===== src/rtl/sw_cond_pkg.sv =====
// sw_cond_pkg: shared state encoding, switch codes and helpers for the switch event conditioner
package sw_cond_pkg;

    typedef enum logic [1:0] {
        IDLE   = 2'd0,
        HELD   = 2'd1,
        REJECT = 2'd2
    } state_t;

    localparam logic [1:0] CODE_SW0 = 2'd0;
    localparam logic [1:0] CODE_SW1 = 2'd1;
    localparam logic [1:0] CODE_SW2 = 2'd2;
    localparam logic [1:0] CODE_SW3 = 2'd3;

    localparam int DEFAULT_DEBOUNCE_CYCLES = 1_000_000;

    function automatic logic is_onehot(input logic [3:0] v);
        return (v != 4'd0) && ((v & (v - 4'd1)) == 4'd0);
    endfunction

    // Only meaningful for a one-hot vector; anything else is filtered before use.
    function automatic logic [1:0] encode_sw(input logic [3:0] v);
        return v[1] ? CODE_SW1 : v[2] ? CODE_SW2 : v[3] ? CODE_SW3 : CODE_SW0;
    endfunction

endpackage


===== src/rtl/sw_debouncer.sv =====
// sw_debouncer: 2-FF synchroniser plus whole-vector candidate/counter debouncer
module sw_debouncer
    import sw_cond_pkg::*;
#(
    parameter int DEBOUNCE_CYCLES = DEFAULT_DEBOUNCE_CYCLES,
    parameter int CNT_W           = 20,
    parameter int WIDTH           = 4
) (
    input  logic             clk,
    input  logic             reset,
    input  logic [WIDTH-1:0] i_raw,
    output logic [WIDTH-1:0] o_stable
);

    localparam logic [CNT_W-1:0] CNT_MAX = CNT_W'(DEBOUNCE_CYCLES - 1);

    logic [WIDTH-1:0] r_sync1;
    logic [WIDTH-1:0] r_sync2;
    logic [WIDTH-1:0] r_cand;
    logic [CNT_W-1:0] r_cnt;
    logic [WIDTH-1:0] r_stable;

    // Synchronise the pins, then only publish a vector that stayed unchanged for the full window.
    always_ff @(posedge clk) begin
        if (reset) begin
            r_sync1  <= '0;
            r_sync2  <= '0;
            r_cand   <= '0;
            r_cnt    <= '0;
            r_stable <= '0;
        end else begin
            r_sync1 <= i_raw;
            r_sync2 <= r_sync1;
            if (r_sync2 != r_cand) begin
                r_cand <= r_sync2;
                r_cnt  <= '0;
            end else if (r_cnt == CNT_MAX) begin
                r_stable <= r_cand;
            end else begin
                r_cnt <= r_cnt + CNT_W'(1);
            end
        end
    end

    assign o_stable = r_stable;

endmodule


===== src/rtl/sw_event_conditioner.sv =====
// sw_event_conditioner: turns debounced switch presses into single-cycle coded events
module sw_event_conditioner
    import sw_cond_pkg::*;
#(
    parameter int DEBOUNCE_CYCLES = DEFAULT_DEBOUNCE_CYCLES,
    parameter int CNT_W           = 20,
    parameter int CNT_EV_W        = 8
) (
    input  logic                clk,
    input  logic                reset,
    input  logic [3:0]          i_sw_raw,
    output logic [3:0]          o_sw_stable,
    output logic                o_event_valid,
    output logic [1:0]          o_event_code,
    output logic                o_error_multi,
    output logic                o_busy,
    output logic [CNT_EV_W-1:0] o_event_count
);

    logic [3:0]          w_sw_stable;
    state_t              r_state;
    state_t              w_state_next;
    logic                w_event;
    logic                w_error;
    logic                r_event_valid;
    logic [1:0]          r_event_code;
    logic                r_error_multi;
    logic                r_busy;
    logic [CNT_EV_W-1:0] r_event_count;

    sw_debouncer #(
        .DEBOUNCE_CYCLES (DEBOUNCE_CYCLES),
        .CNT_W           (CNT_W),
        .WIDTH           (4)
    ) u_debouncer (
        .clk      (clk),
        .reset    (reset),
        .i_raw    (i_sw_raw),
        .o_stable (w_sw_stable)
    );

    // Next state: events only fire leaving IDLE, so held or swapped switches never retrigger.
    always_comb begin
        w_state_next = r_state;
        w_event      = 1'b0;
        w_error      = 1'b0;
        case (r_state)
            IDLE: begin
                if (is_onehot(w_sw_stable)) begin
                    w_event      = 1'b1;
                    w_state_next = HELD;
                end else if (w_sw_stable != 4'd0) begin
                    w_error      = 1'b1;
                    w_state_next = REJECT;
                end
            end
            default: begin
                if (w_sw_stable == 4'd0) w_state_next = IDLE;
            end
        endcase
    end

    // State and registered strobes, code and event counter.
    always_ff @(posedge clk) begin
        if (reset) begin
            r_state       <= IDLE;
            r_event_valid <= 1'b0;
            r_event_code  <= 2'd0;
            r_error_multi <= 1'b0;
            r_busy        <= 1'b0;
            r_event_count <= '0;
        end else begin
            r_state       <= w_state_next;
            r_event_valid <= w_event;
            r_event_code  <= w_event ? encode_sw(w_sw_stable) : 2'd0;
            r_error_multi <= w_error;
            r_busy        <= (w_state_next != IDLE);
            r_event_count <= r_event_count + CNT_EV_W'(w_event);
        end
    end

    assign o_sw_stable   = w_sw_stable;
    assign o_event_valid = r_event_valid;
    assign o_event_code  = r_event_code;
    assign o_error_multi = r_error_multi;
    assign o_busy        = r_busy;
    assign o_event_count = r_event_count;

endmodule


===== config.mk =====
export PLATFORM = sky130hd
export DESIGN_NAME = sw_event_conditioner
export DESIGN_NICKNAME = d
export VERILOG_FILES = /design/src/rtl/sw_cond_pkg.sv /design/src/rtl/sw_debouncer.sv /design/src/rtl/sw_event_conditioner.sv
export SDC_FILE = /design/constraint.sdc
export NUM_CORES = 1
export LEC_CHECK = 0
export ABC_CLOCK_PERIOD_IN_PS = 2250
export CAP_MARGIN = 20
export CORE_MARGIN = 2
export CORE_UTILIZATION = 47
export CTS_CLUSTER_SIZE = 12
export DETAILED_ROUTE_END_ITERATION = 7
export GPL_ROUTABILITY_DRIVEN = 0
export GPL_TIMING_DRIVEN = 1
export HOLD_SLACK_MARGIN = 0.1
export PLACE_DENSITY = 0.68
export SETUP_SLACK_MARGIN = 0.3
export SYNTH_ARGS = -nofsm -noshare
export SYNTH_HDL_FRONTEND = slang
export SYNTH_SLANG_ARGS = --single-unit
export TNS_END_PERCENT = 50

===== constraint.sdc =====
create_clock -name clk -period 2.25 [get_ports clk]
set_input_delay 0.3375 -clock clk [delete_from_list [all_inputs] [get_ports clk]]
set_output_delay 0.3375 -clock clk [all_outputs]
set_load 0.02 [all_outputs]

==> results of run 1 <==
-- kinds of logic after synthesis --
| group | share of synthesized area |
|---|---|
| fa+ha+maj | 0.0224 |
| simple gates | 0.261 |
| mux | 0.0265 |
| flops | 0.480 |
| compound gates | 0.112 |
| xor+xnor | 0.0659 |
| buf+inv | 0.0324 |
-- worst paths after layout --
kind | slack, ps | cells past startpoint | from | endpoint
setup / recovery | 160 | 4 | u_debouncer.r_cnt[8] | u_debouncer.r_cnt[4]
hold / removal | 440 | 1 | u_debouncer.r_sync1[0] | u_debouncer.r_sync2[0]
setup reg to reg | 160 | 4 | u_debouncer.r_cnt[8] | u_debouncer.r_cnt[4]
hold reg to reg | 440 | 1 | u_debouncer.r_sync1[0] | u_debouncer.r_sync2[0]
-- registers in the layout, indices dropped and copies added (netlist names) --
register	cells
o_busy	1
o_error_multi	1
o_event_code	2
o_event_count	8
o_event_valid	1
r_state	2
u_debouncer.o_stable	4
u_debouncer.r_cand	4
u_debouncer.r_cnt	20
u_debouncer.r_sync1	4
u_debouncer.r_sync2	4
-- per-stage QoR --
stage	cells	hold WS [ps]	instance area, sq um
3_3_place_gp	300	420	2440
5_1_grt	313	465	2600
2_1_floorplan	231	414	2150
6_report	313	439	2600
4_1_cts	313	443	2560
3_5_place_dp	300	422	2440
-- final cells by class --
cell class	instances	area, sq um	area share
Clock buffer	7	76.3	0.0294
Multi-Input combinational cell	162	1090	0.419
Clock inverter	1	5.00	0.00193
Timing Repair Buffer	33	303	0.117
Tap cell	52	65.1	0.0251
Inverter	7	26.3	0.0101
Sequential cell	51	1030	0.398
-- critical path, cell delays in order, from the launching register on --
cell and delay [ps]:
dfxtp_2 330, or4b_4 530, or4_4 600, o2111ai_2 200
mux2_1 330
-- power groups by stage --
| stage | clock network, mW | logic, mW | registers [mW] |
|---|---|---|---|
| CTS | 0.523 | 0.0729 | 0.921 |
| floorplan | 0 | 0.0486 | 0.941 |
| detailed placement | 0 | 0.0727 | 0.942 |
| global route | 0.555 | 0.0841 | 0.922 |
| finish | 0.506 | 0.0750 | 0.921 |
| global placement | 0 | 0.0723 | 0.942 |
-- synthesized netlist by cell type --
master / count
and3_1: 3
o21ai_1: 1
nand2b_1: 2
buf_2: 1
a21oi_1: 15
buf_1: 1
o21ai_0: 8
nor4_2: 1
clkbuf_1: 9
nand3_1: 8
o211ai_1: 1
and2_0: 1
nor2_1: 14
nor3b_1: 5
a21o_1: 1
nor2b_1: 14
or4_1: 4
or3_1: 7
o2111ai_1: 2
and4_1: 2
a211oi_1: 2
o31ai_1: 6
inv_1: 7
o21a_1: 1
maj3_1: 1
nor4b_1: 1
nor4bb_1: 1
or4b_1: 1
ha_1: 3
mux2_1: 2
nor3_1: 14
a21boi_0: 1
nand2_1: 11
dfxtp_1: 51
xnor2_1: 11
mux2_2: 3
nor4_1: 2
xor2_1: 5
nand4_1: 7
o211a_1: 1
-- what timing repair did --
item                       4_1_cts  5_1_grt
setup endpoints to repair        3       20
pin swaps                        4        2
gates resized for setup          2       12
buffers inserted                 5        0
-- layer usage --
metal  share of wire  vias up
met5               0        -
met1            0.50      790
met3           0.041        7
met4           0.016        0
li1                -      880
met2            0.44       35
==> out/summary.txt, run 1 <==
IO buf count = 22
die width = 71.3 um
Internal = 1.16 mW
clock skew = 9.20 ps
total core area = 4350 sq um
diode count = 0
Clk pwr share = 0.337
Mapped Avg Cell Area = 9.21 sq um
vias in the first global route = 1604
max_slew headroom = 0.564
synth warn = 0
worst setup margin = 158 ps
fin util = 0.596
worst skew pair latency = 300 ps
Leak Pwr = 0.874 nW
Routed WL = 4.04 mm
worst slew pin tran = 652 ps
Tcrit/Tclk final = 0.930
IO Pins = 23
Critical Path RT = 2440 ps
initial antenna violation count = 0
CTS Buffer Depth = 2
most frequent cells in the layout = 43 x dfxtp_1, 22 x clkdlybuf4s50_1, 15 x a21oi_1
largest net degree at the start of global routing = 15
switching part of the total power = 0.226
top cells by area, synth = dfxtp_1 48%, xnor2_1 4.5%, nor2b_1 4.1%, a21oi_1 3.5%, nor3_1 3.3%
top cell type by total area after synthesis = dfxtp_1
CTS tree = built
Cell Area, Synth = 2130 sq um
Max Freq = 0.478 GHz
residual DRC count = 0
pre-CTS WS = 173 ps
Final Power = 1.50 mW
max-slew violation count = 0
initial core utilization = 0.489
cell area power density = 578 nW/um^2
# fillers = 406
NetSw = 0.339 mW
top cell type's share of synthesized area = 0.480
Post-Syn Instances = 231
H-tree depth = 2
Worst Hold Class = flop to flop
Avg WL per Cell = 12.9 um
unique cell type count in the Yosys netlist = 40
final hold violation count = 0
share of power burned in registers = 0.613
RSZ-0062 raised after global routing = yes
ANT nets after route = 0
post-DP HPWL = 2.72 mm
Std-Cell Rows = 24
Max Cap Viol = 0
Vias/cell = 5.47
final setup violating endpoints = 0
Post-CTS Hold Fix Bufs = 0
layout cells sized above 1 = 0.146
TNS Setup = 0 ps
Detailed Route Iter0 Violations = 84
Critical Path Fanout Max = 6
first-pass detailed-route iteration total = 4
vias = 1712
NumNets Final = 269
Period minus WS final = 2090 ps
Seq/Total Area, Yosys = 0.480
TritonCTS Buffers = 5
Worst VDD drop = 0.307 mV
Post-Synthesis Net Count = 240
die area = 5080 sq um
GRT Resource Usage Total = 0.174
gr ovfl total = 0
status = completed
commonest non-fill, non-tap cell in the layout = dfxtp_1
first-pass GRT wire length = 7.05 mm
busiest layer in global routing = met2
Critical Path Source Type = flop
Root Buffer = clkbuf_8
M1 GR Usage = 0.227
Critical Path AT = 2290 ps
Gate power share = 0.050
met3 Track Usage GR = 0.0492
post-synthesis register bit count = 51
met2 Use GR = 0.275
CP Class = flop to flop
CTS Sinks = 51
clock slew at reported path FFs = 80 ps
Layout area overhead = 22.1%
CP Capture Type = flop
Die Y-Extent = 71.3 um
Power figures use the tool's default switching activity.
==> inputs of run 2 (changes only) <==
--- a/config.mk
+++ b/config.mk
@@ -5,7 +5,7 @@
 export SDC_FILE = /design/constraint.sdc
 export NUM_CORES = 1
 export LEC_CHECK = 0
-export ABC_CLOCK_PERIOD_IN_PS = 2250
+export ABC_CLOCK_PERIOD_IN_PS = 2000
 export CAP_MARGIN = 20
 export CORE_MARGIN = 2
 export CORE_UTILIZATION = 47
==> constraint.sdc (replaced) <==
create_clock -name clk -period 2 [get_ports clk]
set_input_delay 0.3 -clock clk [delete_from_list [all_inputs] [get_ports clk]]
set_output_delay 0.3 -clock clk [all_outputs]
set_load 0.02 [all_outputs]
==> run 2 against run 1 <==
  * The run now ends with setup timing left
  * Die area unchanged
  * Clock-buffer cell count unchanged
  * Sequential power increased by 12%
  * Worst setup slack got worse by 170 ps
  * Flip-flop and latch count unchanged
  * Utilization increased by 5.6 points
  * Largest power group unchanged
  * Highest routed layer unchanged
==> out/summary.txt, run 2 (synthesis results as in run 1) <==
status = finished with violations
violated checks = setup timing
vias = 1782
Worst VDD drop = 0.375 mV
share of power burned in registers = 0.592
Layout area overhead = 33.6%
Internal = 1.35 mW
CP max-delay cell = or4b_4
diode count = 0
NetSw = 0.391 mW
Vias/cell = 5.47
max_slew headroom = 0.768
Period minus WS final = 2010 ps
worst reg2reg setup slack = -9 ps
vias in the first global route = 1660
clock skew = 5.61 ps
GRT Resource Usage Total = 0.177
largest net degree at the start of global routing = 17
Critical Path Source Type = flop
Critical Path Fanout Max = 5
switching part of the total power = 0.224
final setup violating endpoints = 1
worst setup margin = -8.95 ps
max-slew violation count = 0
first-pass detailed-route iteration total = 4
NumNets Final = 282
worst skew pair latency = 300 ps
Max Freq = 0.498 GHz
residual DRC count = 0
CP Capture Type = flop
Top reg by flops = u_debouncer.r_cnt
H-tree depth = 2
total core area = 4350 sq um
Tcrit/Tclk final = 1.00
clock slew at reported path FFs = 90 ps
max reg flops = 20
layout cells sized above 1 = 0.252
worst slew pin tran = 344 ps
CTS Buffer Depth = 2
post-DP HPWL = 2.95 mm
die area = 5080 sq um
CTS Sinks = 51
Std-Cell Rows = 24
fin util = 0.653
initial core utilization = 0.489
Critical Path RT = 2200 ps
most frequent cells in the layout = 44 x dfxtp_1, 24 x buf_4, 17 x clkdlybuf4s50_1
CP Buf/Inv Count = 0
Avg WL per Cell = 13.1 um
Max Cap Viol = 0
Root Buffer = clkbuf_8
IO Pins = 23
CTS tree = built
die width = 71.3 um
IO buf count = 22
ANT nets after route = 0
Leak Pwr = 1.03 nW
Gate power share = 0.059
Worst Hold Class = flop to flop
initial antenna violation count = 0
Critical Path AT = 2210 ps
cell area power density = 613 nW/um^2
final hold violation count = 0
Die Y-Extent = 71.3 um
commonest non-fill, non-tap cell in the layout = dfxtp_1
CP Class = flop to flop
gr ovfl total = 0
Post-CTS Hold Fix Bufs = 0
first-pass GRT wire length = 7.31 mm
Largest stage delay, worst path = 530 ps
Detailed Route Iter0 Violations = 71
RSZ-0062 raised after global routing = yes
TNS Setup = -8.95 ps
crit path cell chain = or4b_4 > or4_4 > o2111ai_2 > mux2_4
Clk pwr share = 0.349
delay-heaviest family, CP = simple AND/OR/NAND/NOR gates
Routed WL = 4.26 mm
TritonCTS Buffers = 5
-- run 2: final cells by class --
cell class | count | area [sq um]
flip-flops and latches | 51 | 1030
fillers | 384 | 1510
multi-input cells | 162 | 1210
well taps | 52 | 65.1
clock buffers | 7 | 86.3
inverters | 7 | 26.3
clock inverters | 1 | 8.76
repair buffers | 46 | 412
-- run 2: power groups by stage --
stage	registers [mW]	logic [mW]	clock network, mW
global route	1.03	0.113	0.673
CTS	1.03	0.0978	0.635
detailed placement	1.06	0.0941	0
global placement	1.06	0.0933	0
finish	1.03	0.103	0.609
floorplan	1.06	0.0547	0
-- run 2: timing repair --
item / CTS / global route
endpoints found under the setup margin: 29 / 33
pin swaps: 1 / 7
gates resized for setup: 12 / 22
buffers inserted: 1 / 2
-- run 2: path summary, 6_finish.rpt --
| kind | from | cells past startpoint | end |
|---|---|---|---|
| setup / recovery | u_debouncer.r_cnt[7] | 4 | u_debouncer.r_cnt[4] |
| hold / removal | u_debouncer.r_sync1[1] | 1 | u_debouncer.r_sync2[1] |
| setup reg to reg | u_debouncer.r_cnt[7] | 4 | u_debouncer.r_cnt[4] |
| hold reg to reg | u_debouncer.r_sync1[1] | 1 | u_debouncer.r_sync2[1] |
-- run 2: layer usage --
metal  share of wire  GRT usage  wire [um]  vias up
met5               0          0          0        -
li1                -          -          -      907
met1            0.47      0.234       2010      838
met4          0.0059     0.0503         25        0
met2            0.48      0.291       2050       33
met3           0.039     0.0408        168        4
-- run 2: per-stage QoR --
step,setup WS [ps],hold slack [ps],area (sq um),total power [mW],std cells
after CTS,15.0,449,2750,1.77,324
after floorplan,-25.4,414,2210,1.11,231
after global routing,-59.2,465,2840,1.82,326
after global placement,20.9,416,2590,1.15,315
final,-8.95,443,2840,1.74,326
after detailed placement,12.1,428,2590,1.15,315
==> inputs of run 3 (changes only) <==
--- a/config.mk
+++ b/config.mk
@@ -5,7 +5,6 @@
 export SDC_FILE = /design/constraint.sdc
 export NUM_CORES = 1
 export LEC_CHECK = 0
-export ABC_CLOCK_PERIOD_IN_PS = 2000
 export CAP_MARGIN = 20
 export CORE_MARGIN = 2
 export CORE_UTILIZATION = 47
==> results of run 3 <==
No change in the layout: final DEF, timing and power equal those of run 2.
